$ cat config.mk
export PLATFORM = sky130hd
export DESIGN_NAME = muldiv_alu_control
export DESIGN_NICKNAME = d
export VERILOG_FILES = /design/src/rtl/muldiv_alu_control.sv
export SDC_FILE = /design/constraint.sdc
export NUM_CORES = 1
export LEC_CHECK = 0
export ABC_CLOCK_PERIOD_IN_PS = 3400
export CAP_MARGIN = 20
export CORE_MARGIN = 10
export CORE_UTILIZATION = 55
export DETAILED_ROUTE_END_ITERATION = 7
export GPL_TIMING_DRIVEN = 0
export PLACE_DENSITY = 0.74
export SYNTH_ARGS = -nofsm -noshare
export SYNTH_HDL_FRONTEND = slang
export SYNTH_SLANG_ARGS = --single-unit
$ cat constraint.sdc
create_clock -name clk -period 3.4 [get_ports clk]
set_input_delay 0.68 -clock clk [delete_from_list [all_inputs] [get_ports clk]]
set_output_delay 0.68 -clock clk [all_outputs]
set_load 0.01 [all_outputs]
$ cat src/rtl/muldiv_alu_control.sv
// ALU control decoder with an iterative multiply/divide unit and HI/LO registers.
// Multi-cycle ops take WIDTH+2 cycles from accept to the HI/LO write and hold the pipeline via stall.
module muldiv_alu_control #(
  parameter int WIDTH = 32,
  parameter int CNT_W = 6
) (
  input  logic             clk,
  input  logic             reset_n,
  input  logic [1:0]       ALUOp,
  input  logic [5:0]       func,
  input  logic             valid,
  input  logic             flush,
  input  logic [WIDTH-1:0] op_a,
  input  logic [WIDTH-1:0] op_b,
  output logic [3:0]       salida,
  output logic             illegal,
  output logic             stall,
  output logic             md_busy,
  output logic [WIDTH-1:0] mf_data
);

  localparam logic [1:0] ST_IDLE = 2'd0;
  localparam logic [1:0] ST_BUSY = 2'd1;
  localparam logic [1:0] ST_FIX  = 2'd2;

  logic [1:0]         state;
  logic [CNT_W-1:0]   cnt;
  logic [WIDTH-1:0]   hi;
  logic [WIDTH-1:0]   lo;
  logic [WIDTH-1:0]   acc;
  logic [WIDTH-1:0]   quo;
  logic [WIDTH-1:0]   dvs;
  logic [WIDTH-1:0]   a_orig;
  logic               is_div;
  logic               neg_q;
  logic               neg_r;
  logic               div_zero;

  logic               r_type;
  logic               md_op;
  logic               mfmt_op;
  logic               accept;
  logic               mt_write;
  logic               op_signed;
  logic               a_neg;
  logic               b_neg;
  logic [WIDTH-1:0]   a_mag;
  logic [WIDTH-1:0]   b_mag;
  logic [WIDTH:0]     mul_sum;
  logic [WIDTH:0]     div_shift;
  logic               div_ge;
  logic [2*WIDTH-1:0] prod;
  logic [2*WIDTH-1:0] prod_fix;
  logic [WIDTH-1:0]   quo_fix;
  logic [WIDTH-1:0]   rem_fix;

  always_comb begin
    salida  = 4'b1111;
    illegal = 1'b0;
    case (ALUOp)
      2'd0: salida = 4'b0010;
      2'd1: salida = 4'b0110;
      2'd2: begin
        case (func)
          6'd32, 6'd33: salida = 4'b0010;
          6'd34, 6'd35: salida = 4'b0110;
          6'd36:        salida = 4'b0000;
          6'd37:        salida = 4'b0001;
          6'd38:        salida = 4'b0011;
          6'd39:        salida = 4'b1100;
          6'd42:        salida = 4'b0111;
          6'd43:        salida = 4'b1000;
          6'd0:         salida = 4'b0100;
          6'd2:         salida = 4'b0101;
          6'd3:         salida = 4'b1001;
          6'd16, 6'd17, 6'd18, 6'd19,
          6'd24, 6'd25, 6'd26, 6'd27: salida = 4'b1111;
          default: begin
            salida  = 4'b1111;
            illegal = valid;
          end
        endcase
      end
      default: salida = 4'b1111;
    endcase
  end

  // func 24..27 share 0110xx, func 16..19 share 0100xx; bit0 = unsigned / move-to, bit1 = div / LO
  assign r_type   = valid && (ALUOp == 2'd2);
  assign md_op    = r_type && (func[5:2] == 4'b0110);
  assign mfmt_op  = r_type && (func[5:2] == 4'b0100);
  assign accept   = md_op && (state == ST_IDLE) && !flush;
  assign mt_write = mfmt_op && func[0] && (state == ST_IDLE) && !flush;

  assign stall   = reset_n && (accept || (state == ST_BUSY) ||
                               (mfmt_op && (state != ST_IDLE)));
  assign md_busy = (state != ST_IDLE);
  assign mf_data = (reset_n && mfmt_op && !func[0] && (state == ST_IDLE)) ?
                   (func[1] ? lo : hi) : '0;

  assign op_signed = !func[0];
  assign a_neg     = op_signed && op_a[WIDTH-1];
  assign b_neg     = op_signed && op_b[WIDTH-1];
  assign a_mag     = a_neg ? -op_a : op_a;
  assign b_mag     = b_neg ? -op_b : op_b;

  assign mul_sum   = {1'b0, acc} + {1'b0, (quo[0] ? dvs : '0)};
  assign div_shift = {acc, quo[WIDTH-1]};
  assign div_ge    = (div_shift >= {1'b0, dvs});

  assign prod     = {acc, quo};
  assign prod_fix = neg_q ? -prod : prod;
  assign quo_fix  = neg_q ? -quo : quo;
  assign rem_fix  = neg_r ? -acc : acc;

  always_ff @(posedge clk or negedge reset_n) begin
    if (!reset_n) begin
      state    <= ST_IDLE;
      cnt      <= '0;
      hi       <= '0;
      lo       <= '0;
      acc      <= '0;
      quo      <= '0;
      dvs      <= '0;
      a_orig   <= '0;
      is_div   <= 1'b0;
      neg_q    <= 1'b0;
      neg_r    <= 1'b0;
      div_zero <= 1'b0;
    end else if (flush) begin
      state <= ST_IDLE;
    end else begin
      case (state)
        ST_IDLE: begin
          if (accept) begin
            state    <= ST_BUSY;
            cnt      <= CNT_W'(WIDTH - 1);
            acc      <= '0;
            quo      <= a_mag;
            dvs      <= b_mag;
            a_orig   <= op_a;
            is_div   <= func[1];
            neg_q    <= a_neg ^ b_neg;
            neg_r    <= a_neg;
            div_zero <= func[1] && (op_b == '0);
          end else if (mt_write) begin
            if (func[1]) lo <= op_a;
            else         hi <= op_a;
          end
        end
        ST_BUSY: begin
          // acc:quo is one shift register; multiply shifts right, divide shifts left
          if (is_div) begin
            acc <= div_ge ? (div_shift[WIDTH-1:0] - dvs) : div_shift[WIDTH-1:0];
            quo <= {quo[WIDTH-2:0], div_ge};
          end else begin
            acc <= mul_sum[WIDTH:1];
            quo <= {mul_sum[0], quo[WIDTH-1:1]};
          end
          cnt <= cnt - CNT_W'(1);
          if (cnt == '0) state <= ST_FIX;
        end
        ST_FIX: begin
          state <= ST_IDLE;
          if (!is_div) begin
            hi <= prod_fix[2*WIDTH-1:WIDTH];
            lo <= prod_fix[WIDTH-1:0];
          end else if (div_zero) begin
            hi <= a_orig;
            lo <= '1;
          end else begin
            hi <= rem_fix;
            lo <= quo_fix;
          end
        end
        default: state <= ST_IDLE;
      endcase
    end
  end

endmodule

==> impl_results.md, run 1 <==
* First-pass GRT wire length at 101 mm
* I/O Buffers at 103
* Syn nets at 2362
* GPL Wtd Cong at 0.988
* Crit path largest cell delay at 0.62 ns
* Post-synth cell types at 79
* Worst Setup End Kind: flop
* Fmax at 281 MHz
* Initial antenna violation count at 2
* CTS Hold Bufs at 0
* Max Clock Skew at 0.0124 ns
* Total wire length at 67.2 mm
* CP max stage cell: or4_4
* Peak supply drop at 0.355 mV
* Req. time, crit path at 3.79 ns
* Final period util at 1.05
* Final hold viol count at 0
* Final Max Slew Viols at 0
* Seq/Total Area, Yosys at 0.296
* Ys flop type: dfrtp_1
* Via count at 18300
* WL/cell at 23.9 um
* Final setup fails at 14
* Worst Hold Class: primary input to async pin
* Congestion Overflow GR at 0
* DRC viols at 0
* Max Buffers Root-to-Sink at 3
* Leak at 9.07 nW
* Failing checks: negative setup slack
* Number of routed nets with antenna violations at 0
* DIE AREA at 38900 um2
* Sequential Area at 5120 um2
* Final worst slack at -0.158 ns
* Syn_area_per_cell at 7.79 um2
* Clk pin slew, worst setup/hold paths at 0.06 ns
* Initial Utilization at 0.561
* Area Growth Syn to Fin at 22.7%
* Largest net degree at the start of global routing at 55
* Fillers at 2557
* Die width at 197 um
* Nets at 2549
* Post-Synthesis Cells at 2214
* Startpoint Class: flop
* Status: finished with violations
* DRT iter0 DRCs at 1671
* H-tree levels at 1
* WHS at 0.0351 ns
* Synth warn at 0
* Share of cells above drive strength 1 at 0.151
* Cell Area, Synth at 17300 um2
* Post-DP HPWL at 49.7 mm
* # diodes at 0
* Minimum clock period at 3.56 ns
* Number of global-route vias before repair at 17800
* Root buf cell: clkbuf_16
* Core Region at 30700 um2
* # clock sinks at 204
* Worst Path Max Fanout at 4
* R2R cell count at 11
* DR vias/cell at 6.50
* CTS Buf Count at 25
* Die height at 197 um
* Critical Path Most Common Cell: or4_4
* Register bit total from synthesis at 204
* RSZ-0062 raised after global routing: yes
* Worst-skew pair later-pin latency at 0.53 ns
* Multi-input logic area at 12100 um2
* Worst path arrival time at 3.95 ns
* Drt pass-1 iters at 5
* # rows at 64
* Max Cap Viol at 0
* PD cells at 482 nW/um2
* Global-route usage over all layers at 0.329
* Worst Setup Path Type: flop to flop
* Post-synth EDFFs at 0
* Synth async-reset ratio at 1.00
* Pwr Total at 10.2 mW
* IO Count at 115
* Crit-path cells: buf_6 > or4_4 > or4_4 > or4_4 > nor4_4 > buf_4 > nand2_4 > o41ai_4 > mux2_4 > o22ai_4 > o21ai_2
* Rel. slew slack at 0.291
* Worst-Margin Slew at 1.06 ns
* TritonCTS clock tree: yes
[where the power goes]
part | internal (mW) | switching (mW) | leakage [nW] | total, mW
combinational | 1.89 | 2.62 | 6.00 | 4.51
sequential | 2.65 | 0.318 | 2.68 | 2.97
clock | 1.62 | 1.10 | 0.388 | 2.72
[per-stage QoR]
stage          utilization  setup TNS (ns)  setup slack (ns)  instances  area [um2]
5_1_grt              0.689           -2.36            -0.205       2813       21200
4_1_cts              0.663           -2.27            -0.282       2786       20400
3_3_place_gp         0.611        -1779.16             -7.89       2713       18800
2_1_floorplan            -               0            0.0787       2214       17300
6_report             0.689          -0.994            -0.158       2813       21200
3_5_place_dp         0.612          -96.33             -1.20       2715       18800
[worst max-delay path: cells and delay by family, from the launching register on]
family	cells	cell delay, ns
compound gates	3	0.42
buf+inv	2	0.31
flops	1	0.38
mux	1	0.36
simple gates	5	1.94
[synth_stat cells (8+ instances only)]
library cell	number	share of area
o221ai_1	9	0.0046
and3_1	10	0.0036
nand2_1	283	0.062
o22ai_1	47	0.017
nor3_1	35	0.010
o41ai_1	12	0.0061
nor2b_1	13	0.0047
clkbuf_1	137	0.030
o21ai_1	14	0.0041
a21o_1	30	0.013
or2_2	11	0.0040
dfrtp_1	204	0.30
buf_1	10	0.0022
a221oi_1	8	0.0041
a31oi_1	13	0.0047
or3_1	24	0.0087
and2_1	8	0.0029
a22oi_1	16	0.0070
inv_1	72	0.016
a21oi_1	164	0.048
ha_1	70	0.051
nor4_1	17	0.0062
nor2_1	202	0.044
a211oi_1	17	0.0074
mux2_2	34	0.022
nand4_1	12	0.0044
nand3_1	33	0.0096
or4_1	14	0.0061
o21ai_0	249	0.072
o21a_1	14	0.0061
xor2_1	57	0.029
mux2i_1	81	0.047
xnor2_1	121	0.061
o211ai_1	18	0.0078
nand2b_1	25	0.0091
o31ai_1	25	0.011
[registers in the layout (all words and copies together) (netlist names), 2 cells and up]
| name | cells |
|---|---|
| a_orig | 32 |
| acc | 32 |
| cnt | 6 |
| dvs | 32 |
| hi | 32 |
| lo | 32 |
| quo | 32 |
| state | 2 |
[path summary, 6_finish.rpt]
check	startpoint	end	slack (ns)
max	quo[22]$_DFFE_PN0P_	hi[17]$_DFFE_PN0P_	-0.16
min	reset_n	a_orig[6]$_DFFE_PN0P_	0.04
max reg2reg	quo[22]$_DFFE_PN0P_	hi[17]$_DFFE_PN0P_	-0.16
min reg2reg	dvs[25]$_DFFE_PN0P_	dvs[25]$_DFFE_PN0P_	0.48
max in group asynchronous	reset_n	quo[31]$_DFFE_PN0P_	2.58
min in group clk	dvs[25]$_DFFE_PN0P_	dvs[25]$_DFFE_PN0P_	0.48
[layer usage]
| metal | share of wire | up-vias | wire length, um | global-route usage |
|---|---|---|---|---|
| li1 | - | 8278 | - | - |
| met1 | 0.38 | 8837 | 25600 | 0.394 |
| met2 | 0.47 | 948 | 31600 | 0.556 |
| met3 | 0.088 | 232 | 5880 | 0.0518 |
| met4 | 0.061 | 2 | 4120 | 0.182 |
| met5 | 0.00027 | - | 18 | 0 |
[logic make-up (layout without fill, tap and decap cells)]
group / after synthesis / count (layout) / share of synthesized area
AO/OA/AOI/OAI: 699 / 699 / 0.248
XOR/XNOR: 178 / 178 / 0.0904
adder cells (fa/ha/maj): 72 / 72 / 0.0531
buffers and inverters: 230 / 433 / 0.0527
flip-flops: 204 / 204 / 0.296
multiplexers: 116 / 116 / 0.0698
AND/OR/NAND/NOR: 715 / 715 / 0.190
[layout by cell type (no fill, tap or decap), types with 11 or more instances in the layout]
cell type,Yosys,final
nor2_1,202,192
buf_4,1,55
o22ai_1,47,43
a21o_1,30,30
clkbuf_1,137,108
mux2i_1,81,81
inv_1,72,68
xnor2_1,121,120
dlygate4sd2_1,0,13
or3_1,24,23
clkbuf_2,0,11
nor2b_1,13,11
ha_1,70,58
nor3_1,35,31
dfrtp_1,204,191
mux2_2,34,32
a21oi_2,0,11
clkbuf_16,0,29
or2_2,11,11
a22oi_1,16,16
o21ai_0,249,222
buf_6,5,15
o21a_1,14,14
o211ai_1,18,18
xor2_1,57,55
nand2_1,283,280
clkdlybuf4s50_1,0,59
o31ai_1,25,23
buf_2,4,25
dfrtp_2,0,13
nand4_1,12,12
o21ai_2,2,13
nand3_1,33,31
a211oi_1,17,13
nand2b_1,25,24
nor4_1,17,12
a21oi_1,164,153
o21ai_1,14,27
[timing repair]
item	in CTS	in global routing
buffers inserted	31	36
endpoints found under the hold margin	0	0
pin swaps	62	51
setup endpoints to repair	116	106
cloned	2	2
gates resized for setup	248	141
[final cells by class]
class                      count  area share
buffer                       141      0.0322
clock buffer                  32      0.0317
clock inverter                11     0.00697
inverter                      73      0.0134
multi-input combinational   1780       0.572
sequential                   204       0.242
tap                          396      0.0234
timing repair buffer         176      0.0788
Power figures use the tool's default switching activity.
==> run 2, diff against run 1 <==
--- a/config.mk
+++ b/config.mk
@@ -7,9 +7,9 @@
 export LEC_CHECK = 0
-export ABC_CLOCK_PERIOD_IN_PS = 3400
+export ABC_CLOCK_PERIOD_IN_PS = 3910
 export CAP_MARGIN = 20
 export CORE_MARGIN = 10
-export CORE_UTILIZATION = 55
+export CORE_UTILIZATION = 60
 export DETAILED_ROUTE_END_ITERATION = 7
 export GPL_TIMING_DRIVEN = 0
-export PLACE_DENSITY = 0.74
+export PLACE_DENSITY = 0.77
 export SYNTH_ARGS = -nofsm -noshare
==> constraint.sdc (replaced) <==
create_clock -name clk -period 3.91 [get_ports clk]
set_input_delay 0.782 -clock clk [delete_from_list [all_inputs] [get_ports clk]]
set_output_delay 0.782 -clock clk [all_outputs]
set_load 0.02 [all_outputs]
==> run 2 against run 1 <==
The run now ends clean. Cell area down 6.1%. Die area down 7.5%. Clock skew up 0.0063 ns. Critical path type unchanged. Largest cell class unchanged.
==> impl_results.md, run 2 (synthesis gave the netlist of run 1 again) <==
* Global-route usage over all layers at 0.350
* PD cells at 427 nW/um2
* Crit-path cells: buf_6 > or4_4 > or4_1 > buf_2 > or4_4 > nor4_4 > nand2_2 > o41ai_2 > mux2_1 > o22ai_1 > o21ai_2
* DRT iter0 DRCs at 2102
* Max Cap Viol at 0
* Post-Place Cells at 2703
* Rel. slew slack at 0.317
* Max Buffers Root-to-Sink at 3
* # rows at 62
* WL/cell at 23.7 um
* Final hold viol count at 0
* H-tree levels at 1
* Req. time, crit path at 4.31 ns
* Final Max Slew Viols at 0
* First-pass GRT wire length at 100 mm
* DP Area at 18800 um2
* Fmax at 260 MHz
* Number of routed nets with antenna violations at 0
* Drt pass-1 iters at 8
* Total wire length at 65.3 mm
* Worst-skew pair later-pin latency at 0.54 ns
* Final period util at 0.985
* Critical Path Most Common Cell: or4_4
* # clock sinks at 204
* Root buf cell: clkbuf_16
* CTS Buf Count at 25
* Commonest non-fill, non-tap cell in the layout: nand2_1
* Worst Setup End Kind: flop
* TritonCTS clock tree: yes
* Final setup fails at 0
* Leading cell types in the layout, fill and taps excluded: 283 x nand2_1, 247 x o21ai_0, 201 x nor2_1, 200 x dfrtp_1, 164 x a21oi_1
* IO Count at 115
* GPL Wtd Cong at 1.01
* Cell area after layout at 19900 um2
* Clk pin slew, worst setup/hold paths at 0.06 ns
* Initial Utilization at 0.604
* DRC viols at 0
* Share of cells above drive strength 1 at 0.0713
* Nets at 2500
* Startpoint Class: flop
* Worst path arrival time at 4.25 ns
* Area Growth Syn to Fin at 15.2%
* Worst-Margin Slew at 1.01 ns
* Crit path largest cell delay at 0.59 ns
* Via count at 18300
* Die height at 190 um
* Max Clock Skew at 0.0187 ns
* Fillers at 2411
* WHS at 0.126 ns
* Worst Path Max Fanout at 8
* Number of global-route vias before repair at 17900
* Die width at 190 um
* DR vias/cell at 6.64
* CTS Hold Bufs at 0
* Initial antenna violation count at 0
* Largest net degree at the start of global routing at 97
* Post-route insts no fill at 2754
* Worst Hold Class: primary input to async pin
* DIE AREA at 35900 um2
* CP max stage cell: or4_4
* Worst Setup Path Type: flop to flop
* I/O Buffers at 103
* Congestion Overflow GR at 0
* R2R cell count at 11
* Leak at 8.54 nW
* Post-DP HPWL at 48.5 mm
* Status: complete, no violations
* Minimum clock period at 3.85 ns
* Peak supply drop at 0.334 mV
* RSZ-0062 raised after global routing: yes
* Core Region at 28500 um2
* Pwr Total at 8.48 mW
-- run 2: cell count changes in the layout (fill, tap and decap cells not counted), moves of 11 or more --
cell           delta
buf_4            -47
o21ai_0          +25
buf_2            -20
clkbuf_1         +18
dlygate4sd2_1    +13
a21oi_1          +11
a21oi_2          -11
ha_1             +11
o21ai_1          -11
o21ai_2          -11
-- run 2: metal layers --
metal	routed length (um)	up-vias	part of all wire	global-route usage
met2	30600	1188	0.47	0.582
met4	4220	0	0.065	0.227
met5	0	-	0	0
li1	-	8188	-	-
met1	24200	8619	0.37	0.414
met3	6360	289	0.097	0.0551
-- run 2: critical path, delay by kind of cell, from the launching register on --
family / cells / cell delay, ns
AOI/OAI and AO/OA: 3 / 0.63
buffers and inverters: 2 / 0.32
DFF: 1 / 0.37
muxes: 1 / 0.40
and+or+nand+nor: 5 / 1.98
-- run 2: path summary, 6_finish.rpt --
kind,start,to,slack [ns]
worst max-delay path,quo[12]$_DFFE_PN0P_,hi[17]$_DFFE_PN0P_,0.06
worst min-delay path,reset_n,acc[3]$_DFFE_PN0P_,0.13
worst max register to register,quo[12]$_DFFE_PN0P_,hi[17]$_DFFE_PN0P_,0.06
worst min register to register,dvs[25]$_DFFE_PN0P_,dvs[25]$_DFFE_PN0P_,0.48
max in group asynchronous,reset_n,quo[31]$_DFFE_PN0P_,3.04
min in group clk,dvs[25]$_DFFE_PN0P_,dvs[25]$_DFFE_PN0P_,0.48
-- run 2: per-stage QoR --
stage / setup WS (ns) / TNS [ns] / utilization
finish: 0.0575 / 0 / 0.696
detailed placement: -0.928 / -41.80 / 0.659
CTS: 0.00223 / 0 / 0.692
global placement: -7.51 / -1609.78 / 0.657
floorplan: 0.589 / 0 / -
global route: -0.0177 / -0.0231 / 0.696
-- run 2: report_power, final --
group | internal [mW] | switching [mW]
Clock | 1.58 | 1.00
Sequential | 2.30 | 0.269
Combinational | 1.30 | 2.03
Total | 5.17 | 3.30
-- run 2: area by class of cell --
type / count / area, um2 / share of cell area
diodes: 1 / 2.50 / 0.000126
plain buffers: 154 / 649 / 0.0327
clock buffers: 32 / 692 / 0.0348
clock inverters: 12 / 195 / 0.00982
inverters: 73 / 280 / 0.0141
multi-input cells: 1780 / 11300 / 0.570
flip-flops and latches: 204 / 5110 / 0.257
well taps: 384 / 480 / 0.0242
repair buffers: 114 / 1130 / 0.0571
-- run 2: repair_timing --
action	CTS	global route
resized for setup	60	27
endpoints found under the setup margin	86	70
cloned	1	1
buffers inserted	2	5
pin swaps	0	5
